==> config.mk <==
export PLATFORM = sky130hd
export DESIGN_NAME = avalon_st_packet_arbiter
export DESIGN_NICKNAME = d
export VERILOG_FILES = /design/src/rtl/avalon_st_packet_arbiter.sv
export SDC_FILE = /design/constraint.sdc
export NUM_CORES = 1
export LEC_CHECK = 0
export ABC_AREA = 0
export CORE_AREA = 2 2 78 80
export CTS_CLUSTER_DIAMETER = 120
export CTS_CLUSTER_SIZE = 25
export DETAILED_ROUTE_END_ITERATION = 10
export DIE_AREA = 0 0 80 82
export PLACE_DENSITY = 0.85
export SLEW_MARGIN = 5
export SYNTH_ARGS = -nofsm -noshare
export SYNTH_HDL_FRONTEND = slang
export SYNTH_SLANG_ARGS = --single-unit
==> constraint.sdc <==
create_clock -name clk -period 3 [get_ports clk]
set_clock_uncertainty 0.2 [all_clocks]
set_input_delay 0.45 -clock clk [delete_from_list [all_inputs] [get_ports clk]]
set_output_delay 0.45 -clock clk [all_outputs]
set_load 0.01 [all_outputs]
==> src/rtl/avalon_st_packet_arbiter.sv <==
// Packet-level round-robin arbiter that merges NUM_SRC Avalon-ST sources onto one sink.
// A grant is taken at SOP and held until the EOP beat transfers, so packets never interleave.
module avalon_st_packet_arbiter #(
  parameter int unsigned NUM_SRC = 4,
  parameter int unsigned DATA_W  = 32,
  parameter int unsigned EMPTY_W = 2
) (
  input  logic                         clk,
  input  logic                         rst,
  input  logic [NUM_SRC-1:0]           in_valid,
  input  logic [NUM_SRC-1:0]           in_sop,
  input  logic [NUM_SRC-1:0]           in_eop,
  input  logic [NUM_SRC*DATA_W-1:0]    in_data,
  input  logic [NUM_SRC*EMPTY_W-1:0]   in_empty,
  output logic [NUM_SRC-1:0]           in_rdy,
  output logic                         out_valid,
  output logic                         out_sop,
  output logic                         out_eop,
  output logic [DATA_W-1:0]            out_data,
  output logic [EMPTY_W-1:0]           out_empty,
  input  logic                         out_rdy,
  output logic [$clog2(NUM_SRC)-1:0]   grant_idx,
  output logic                         busy,
  output logic                         stray_beat
);

  localparam int unsigned GW = $clog2(NUM_SRC);

  typedef enum logic {
    IDLE,
    LOCKED
  } state_e;

  state_e             state_q, state_d;
  logic [GW-1:0]      grant_idx_q, grant_idx_d;
  logic [GW-1:0]      last_grant_q, last_grant_d;
  logic [GW-1:0]      winner;
  logic [GW-1:0]      cand;
  logic [NUM_SRC-1:0] request;
  logic [NUM_SRC-1:0] stray_mask;

  assign request    = in_valid & in_sop;
  assign grant_idx  = grant_idx_q;
  assign busy       = (state_q == LOCKED);
  assign stray_beat = |stray_mask;

  // Round-robin pick: scan from the far end down so the nearest requester after last_grant wins.
  always_comb begin
    winner = '0;
    cand   = '0;
    for (int unsigned off = NUM_SRC; off > 0; off--) begin
      cand = GW'((32'(last_grant_q) + off) % NUM_SRC);
      if (request[cand]) begin
        winner = cand;
      end
    end
  end

  // Zero-latency pass-through of the locked source; everything else is held off and zeroed.
  always_comb begin
    in_rdy     = '0;
    out_valid  = 1'b0;
    out_sop    = 1'b0;
    out_eop    = 1'b0;
    out_data   = '0;
    out_empty  = '0;
    stray_mask = in_valid & ~in_sop;
    if (state_q == LOCKED) begin
      out_valid               = in_valid[grant_idx_q];
      in_rdy[grant_idx_q]     = out_rdy;
      stray_mask[grant_idx_q] = 1'b0;
      if (out_valid) begin
        out_sop  = in_sop[grant_idx_q];
        out_eop  = in_eop[grant_idx_q];
        out_data = in_data[32'(grant_idx_q)*DATA_W +: DATA_W];
        if (out_eop) begin
          out_empty = in_empty[32'(grant_idx_q)*EMPTY_W +: EMPTY_W];
        end
      end
    end
  end

  // Next-state: lock on any SOP request, release when the EOP beat transfers.
  always_comb begin
    state_d      = state_q;
    grant_idx_d  = grant_idx_q;
    last_grant_d = last_grant_q;
    unique case (state_q)
      IDLE: begin
        if (|request) begin
          state_d     = LOCKED;
          grant_idx_d = winner;
        end
      end
      LOCKED: begin
        if (out_valid && out_rdy && in_eop[grant_idx_q]) begin
          state_d      = IDLE;
          last_grant_d = grant_idx_q;
        end
      end
      default: state_d = IDLE;
    endcase
  end

  // State, grant and round-robin pointer registers.
  always_ff @(posedge clk or negedge rst) begin
    if (!rst) begin
      state_q      <= IDLE;
      grant_idx_q  <= '0;
      last_grant_q <= GW'(NUM_SRC - 1);
    end else begin
      state_q      <= state_d;
      grant_idx_q  <= grant_idx_d;
      last_grant_q <= last_grant_d;
    end
  end

endmodule

# After elaboration in Yosys (flattened, before gate mapping)
# Index checks and enable logic that the tools add are counted.
# totals
regBits,5
input_bits,151
out_inout_bits,45
word_cells,64
# op_classes
n_addsub,4
magnitude_cmp,6
shift,2
muxes,35
bitwise,7
n_reduce_logical,7
# op_table
operator,n
indexed part select 128 x 8 -> 32 bit,1
two-way mux 32 bit,2
bitwise AND 4 bit,4
"< comparator 2 x 3 -> 1 bit, second input constant",5
two-way mux 1 bit,15
binary-select mux 1 bit (select 2 bit),7
two-way mux 2 bit,7
two-way mux 4 bit,2
NOT 4 bit,2
OR reduction 4 bit,2
indexed part select 8 x 4 -> 2 bit,1
"adder 2 x 1 -> 2 bit, second input constant",2
"adder 2 bit, second input constant",2
AND reduction 2 bit,2
logical AND 1 bit,3
demux 1 bit (select 2 bit),1
">= comparator 2 x 1 -> 1 bit, second input constant",1
case mux 1 bit (2 select lines),1
NOT 1 bit,1

# Depth between registers and ports, before layout
# Gate-level depths: netlist (run 1).
# logic_depth
ltp_word,8
depth_mapped,5
depth_no_buf,4

# Worst setup path after synthesis (run 1)
# Ideal clock, no wire load.
# synth_timing
path_kind,register to output
from,register grant_idx_q[0] (netlist: grant_idx[0])
to,output port out_data[10]
arrival_time_ns,1.571
t_required_ns,2.350
setup_slack_ns,0.779
stages_incl_launch_ff,5
path_buffers,2
cell_sequence,dfrtp_1 buf_2 buf_2 mux4_2 and2_1
# synth_via
elab_chain_cells,4
elab_cells_between_ends,5
classes_between,shift (1); mux (4)
# synth_lines
item,line_no,source
from (decl),35,"logic [GW-1:0] grant_idx_q, grant_idx_d;"
from (signal assigned),113,grant_idx_q <= grant_idx_d;
branches (longest 2 deep; another with indexed part select 128 x 8 -> 32 bit),-,
two-way mux 32 bit *,72,if (out_valid) begin
two-way mux 32 bit *,68,if (state_q == LOCKED) begin
to (decl),19,"output logic [DATA_W-1:0] out_data,"
# Mark *: on every way between the ends. The select of a mux whose other input is x is not followed.

# Final worst setup path (run 1)
# layout_timing
from,input port in_valid[1]
to,output port out_data[7]
# layout_via
elab_chain_cells,4
# layout_lines
item,line_no,source
from (decl),10,"input logic [NUM_SRC-1:0] in_valid,"
binary-select mux 1 bit (select 2 bit),69,out_valid = in_valid[grant_idx_q];
two-way mux 1 bit (implied by the code),69,
two-way mux 32 bit,72,
two-way mux 32 bit,68,
# Every way passes these cells. The select of a mux whose other input is x is not followed.

==> impl_metrics.yaml, run 1 <==
die:
  initial_core_util_pct: 26.9
  io_pins: 196
  std_cell_rows: 28
  dieArea_um2: 6560
  die_x_um: 80
  core-area_um2: 5750
  die_h_um: 82
clock_tree:
  clock_path_buffers: 2
  path_clk_slew_ns: 0.04
  cts_made_buffers: 3
  cts_tree: "yes"
  worstSkewPairLatency_ns: 0.22
  cts_setup_buffers: 0
  htree_levels: 1
  clock-root-buffer: "clkbuf_8"
  cts.sinks: 5
  cts_resized: 0
  cts-hold-fix-buffers: 0
synth:
  syn_avg_cell_area_um2: 11.1
  async_reset_ff_share_pct: 100
  syn_area_um2: 1540
  synth_common_cells: "mux4_2, and2_1, buf_2, nand2_1, nor2_1"
  synth_edf_count: 0
  ys_seq_elements: 5
  ys_types: 32
  synth_top_cell_by_area: "mux4_2"
  synth_nets: 290
  ys_seq_area_share_pct: 8.27
  synth_cells: 139
  synthTopCellsByArea: "mux4_2, and2_1, dfrtp_1"
  synth_most_common_cell: "mux4_2"
  yosys_warnings: 0
  ys.flop_type: "dfrtp_1"
  synth.top_cell.area_share_pct: 51.1
routing:
  viasPerCell: 4.91
  drt-initial-drc-count: 50
  drtPass1Iterations: 4
  drc: 0
  post_drt_wl_per_cell_um: 17.5
  ant_nets: 0
  drt-total-wl_um: 7160
  vias: 2015
sta:
  setup_viol: 0
  worstMarginPinSlew_ns: 0.405
  timing.hold.ws_ns: 0.253
  fmax_ghz: 0.349
  final-hold-violation-count: 0
  rsz0062_at_grt: "false"
  fin_tns_setup_ns: 0
  drv_slew: 0
  finalCriticalPeriod_ns: 2.86
  period_share_pct: 95.4
  relSlewSlack_pct: 73.0
grt:
  grt_pass1_vias: 1966
  grt_pass1_wl_um: 9920
  gr-usage-all-layers_pct: 19.7
  overflow: 0
  grt_max_degree: 36
  antenna_found_initial: 1
power:
  power.total_mw: 2.43
  power_density_nw_per_um2: 663
  peakVddDrop_v: 0.000495
  p_leak_nw: 1.33
layout:
  final_nets: 486
  fill_cells: 501
  drive_gt1_share_pct: 17.4
  area_growth_pct: 138
  postLayoutCoreUtil_pct: 63.8
  fin_cells: 410
outcome:
  status: "finished, final reports clean"
worst_setup_path:
  cp_slowest_cell: "clkdlybuf4s50_1"
  cp.required_ns: 2.35
  critPathTopFamily: "buffers and inverters"
  worstSetupPathDepth: 6
  crit_path_end: "out_data[7]"
  r2r-end: "last_grant_q[1]"
  critPathCaptureType: "primary output"
  setup.worst_path.start_class: "input pin"
  r2r-start: "grant_idx[1]"
  startpoint: "in_valid[1]"
  rrSetupSlack_ns: 0.96
  max_stage_delay_ns: 0.57
  cp_max_fo: 35
  cp_cell_sequence: "clkdlybuf4s50_1 -> mux2i_1 -> o22ai_4 -> buf_12 -> and2_1 -> clkdlybuf4s50_1"
  r2r_cells: 5
  setup.worst_path.class: "in2out"
  cp_num_buf_inv: 3
  critical_path_arrival_ns: 2.21
  crit_top_cell: "clkdlybuf4s50_1"
flow_run:
  maxCapViolCount: 0
placement:
  numPlacedInstances: 405
  dp_hpwl_um: 6110
  globalplace.congestion: 0.806
  io_buffers: 195
hold_path:
  min_path_type: "in2async"
## final cells by class
cell class / instances / area, µm² / area share, %
Sequential cell: 5 / 130 / 3.55
Timing Repair Buffer: 204 / 2040 / 55.8
Inverter: 4 / 15.0 / 0.410
Antenna cell: 1 / 2.50 / 0.0683
Tap cell: 75 / 93.8 / 2.56
Multi-Input combinational cell: 117 / 1340 / 36.4
Clock buffer: 4 / 45.0 / 1.23
## worst min-delay path by stage
stage / slack, ns / cells after the start / startpoint / end
floorplan: -0.05 / 0 / rst / busy
global placement: 0.41 / 1 / grant_idx[0] / last_grant_q[0]
detailed placement: 0.42 / 1 / grant_idx[0] / last_grant_q[0]
CTS: 0.26 / 1 / rst / busy
global route: 0.27 / 1 / rst / busy
finish: 0.25 / 1 / rst / busy
## stage by stage
step                      area [µm²]  setup WS (ns)
after floorplan                 1540          0.779
after global placement          3620          0.160
after detailed placement        3620          0.126
after CTS                       3660          0.121
after global routing            3660         0.0267
final                           3670          0.138
## metal layers
metal | share of wire (%) | GRT usage [%] | up-vias
met3 | 9.5 | 6.37 | 12
met5 | 0 | 0 | -
met1 | 35 | 21.0 | 957
met2 | 53 | 37.8 | 100
li1 | - | - | 946
met4 | 1.9 | 4.24 | 0
## worst reg2reg max path, cell delays in order, from the launching register on
cell and delay, ns:
dfrtp_2 0.61, mux2i_1 0.37, o22ai_4 0.12, buf_12 0.18, o2111ai_2 0.12, mux2_2 0.36
## registers in the layout, indices dropped and copies added (netlist names)
register	count
busy	1
grant_idx	2
last_grant_q	2
## logic make-up (layout without fill, tap and decap cells)
kind of cell	Yosys count	in the layout	synth area share, %
AOI/OAI and AO/OA	19	19	9.98
DFF	5	5	8.27
buffers and inverters	17	212	5.19
other	0	1	0
and+or+nand+nor	56	56	20.6
muxes	42	42	56.0
## power breakdown
group          switching, mW  internal (mW)
combinational          0.793           1.32
clock                 0.0301         0.0910
sequential            0.0854          0.112
## cells in the final DEF (no fill, tap or decap), drive strengths merged, types with 2 or more instances in the layout
| cell | Yosys | routed |
|---|---|---|
| clkdlybuf4s50 | 0 | 195 |
| mux4 | 35 | 35 |
| and2 | 33 | 33 |
| buf | 9 | 9 |
| nand2 | 7 | 7 |
| nor2 | 6 | 6 |
| mux2 | 4 | 4 |
| nor2b | 4 | 4 |
| inv | 4 | 4 |
| clkbuf | 4 | 4 |
| mux2i | 3 | 3 |
| a31oi | 3 | 3 |
| dfrtp | 3 | 3 |
| nand3 | 2 | 2 |
| a21oi | 2 | 2 |
| a22oi | 2 | 2 |
| o21ai | 2 | 2 |
| dfstp | 2 | 2 |
| nand2b | 2 | 2 |
| o22ai | 2 | 2 |
Note: power is estimated with default switching activity, not from simulation.
==> run 2: changes to the inputs <==
Settings changed: PLACE_DENSITY 0.85 to 0.9.
Clock period 3 ns to 3.4 ns, I/O delays scaled along.
==> impl_metrics.yaml, run 2 (same netlist as run 1, synthesis figures left out) <==
flow_run:
  maxCapViolCount: 0
grt:
  antenna_found_initial: 0
  grt_max_degree: 24
  grt_pass1_vias: 2122
  overflow: 0
  gr-usage-all-layers_pct: 20.0
  grt_pass1_wl_um: 10200
clock_tree:
  cts_resized: 0
  htree_levels: 1
  clock_path_buffers: 2
  cts.sinks: 5
  cts_made_buffers: 3
  clock-root-buffer: "clkbuf_8"
  path_clk_slew_ns: 0.03
  cts_setup_buffers: 0
  cts-hold-fix-buffers: 0
  worstSkewPairLatency_ns: 0.22
  cts_tree: "yes"
worst_setup_path:
  critPathTopFamily: "buffers and inverters"
  critical_path_arrival_ns: 2.37
  setup.worst_path.start_class: "input pin"
  setup.worst_path.class: "in2out"
  crit_top_cell: "clkdlybuf4s50_1"
  cp_cell_sequence: "clkdlybuf4s50_1 -> mux2i_1 -> o22ai_4 -> buf_4 -> and2_1 -> clkdlybuf4s50_1"
  critPathCaptureType: "primary output"
  cp_max_fo: 21
  cp.required_ns: 2.69
  max_stage_delay_ns: 0.60
  cp_num_buf_inv: 3
  cp_slowest_cell: "clkdlybuf4s50_1"
layout:
  antenna_cells: 0
  drive_gt1_share_pct: 16.6
  final_common_cell: "clkdlybuf4s50_1"
  final_cell_mix: "clkdlybuf4s50_1, mux4_2, and2_1"
  final_nets: 483
  area_growth_pct: 134
sta:
  rsz0062_at_grt: "false"
  worstMarginPinSlew_ns: 0.412
  fin_tns_setup_ns: 0
  final-hold-violation-count: 0
  setup_viol: 0
  finalCriticalPeriod_ns: 3.08
  period_share_pct: 90.6
  fmax_ghz: 0.325
  drv_slew: 0
  relSlewSlack_pct: 72.5
die:
  core-area_um2: 5750
  die_h_um: 82
  io_pins: 196
  std_cell_rows: 28
  dieArea_um2: 6560
  initial_core_util_pct: 26.9
  die_x_um: 80
placement:
  io_buffers: 195
  globalplace.congestion: 0.861
  dp_hpwl_um: 6120
routing:
  post_drt_wl_per_cell_um: 17.4
  vias: 2024
  drt-initial-drc-count: 75
  drt-total-wl_um: 7080
  drc: 0
  drtPass1Iterations: 4
  ant_nets: 0
  viasPerCell: 4.99
hold_path:
  min_path_type: "in2async"
power:
  p_leak_nw: 1.30
  power_density_nw_per_um2: 583
  power.total_mw: 2.11
  peakVddDrop_v: 0.000624
outcome:
  status: "finished, final reports clean"
[run 2: cell count changes in the layout (fill, tap and decap cells not counted), sizes merged]
cell,delta
diode,-1
buf,-3
[run 2: path summary, 6_finish.rpt]
kind | slack [ns] | from | end | depth (start not counted)
worst max-delay path | 0.32 | in_valid[0] | out_data[4] | 6
worst min-delay path | 0.31 | rst | busy | 1
worst max register to register | 1.44 | grant_idx[1] | last_grant_q[1] | 5
worst min register to register | 0.44 | last_grant_q[0] | last_grant_q[0] | 1
max in group asynchronous | 2.44 | rst | last_grant_q[1] | 1
min in group clk | 0.44 | last_grant_q[0] | last_grant_q[0] | 1
[run 2: through the flow]
step / area, µm² / utilization (%) / hold WS, ns / std cells / setup slack [ns]
6_report: 3620 / 62.9 / 0.311 / 406 / 0.319
5_1_grt: 3620 / 62.9 / 0.328 / 406 / 0.220
4_1_cts: 3620 / 62.9 / 0.314 / 406 / 0.324
3_5_place_dp: 3570 / 62.2 / 0.432 / 402 / 0.319
3_3_place_gp: 3570 / 62.2 / 0.432 / 402 / 0.394
2_1_floorplan: 1540 / - / 0.0144 / 139 / 1.12
[run 2: layer usage]
layer	share of wire (%)	GRT usage, %
met5	0	0
met4	0.93	3.05
met3	9.8	6.15
met2	55	39.0
met1	34	21.4
[run 2: power by group]
group | leakage, nW | total, mW | switching, mW | internal, mW
logic | 1.23 | 1.84 | 0.708 | 1.14
registers | 0.0530 | 0.160 | 0.0610 | 0.0989
clock network | 0.0228 | 0.106 | 0.0255 | 0.0802
total | 1.30 | 2.11 | 0.794 | 1.31
[run 2: area by class of cell]
cell class / instances / area, µm²
Tap cell: 75 / 93.8
Multi-Input combinational cell: 117 / 1340
Fill cell: 483 / 2130
Inverter: 4 / 15.0
Sequential cell: 5 / 130
Timing Repair Buffer: 201 / 2000
Clock buffer: 4 / 45.0
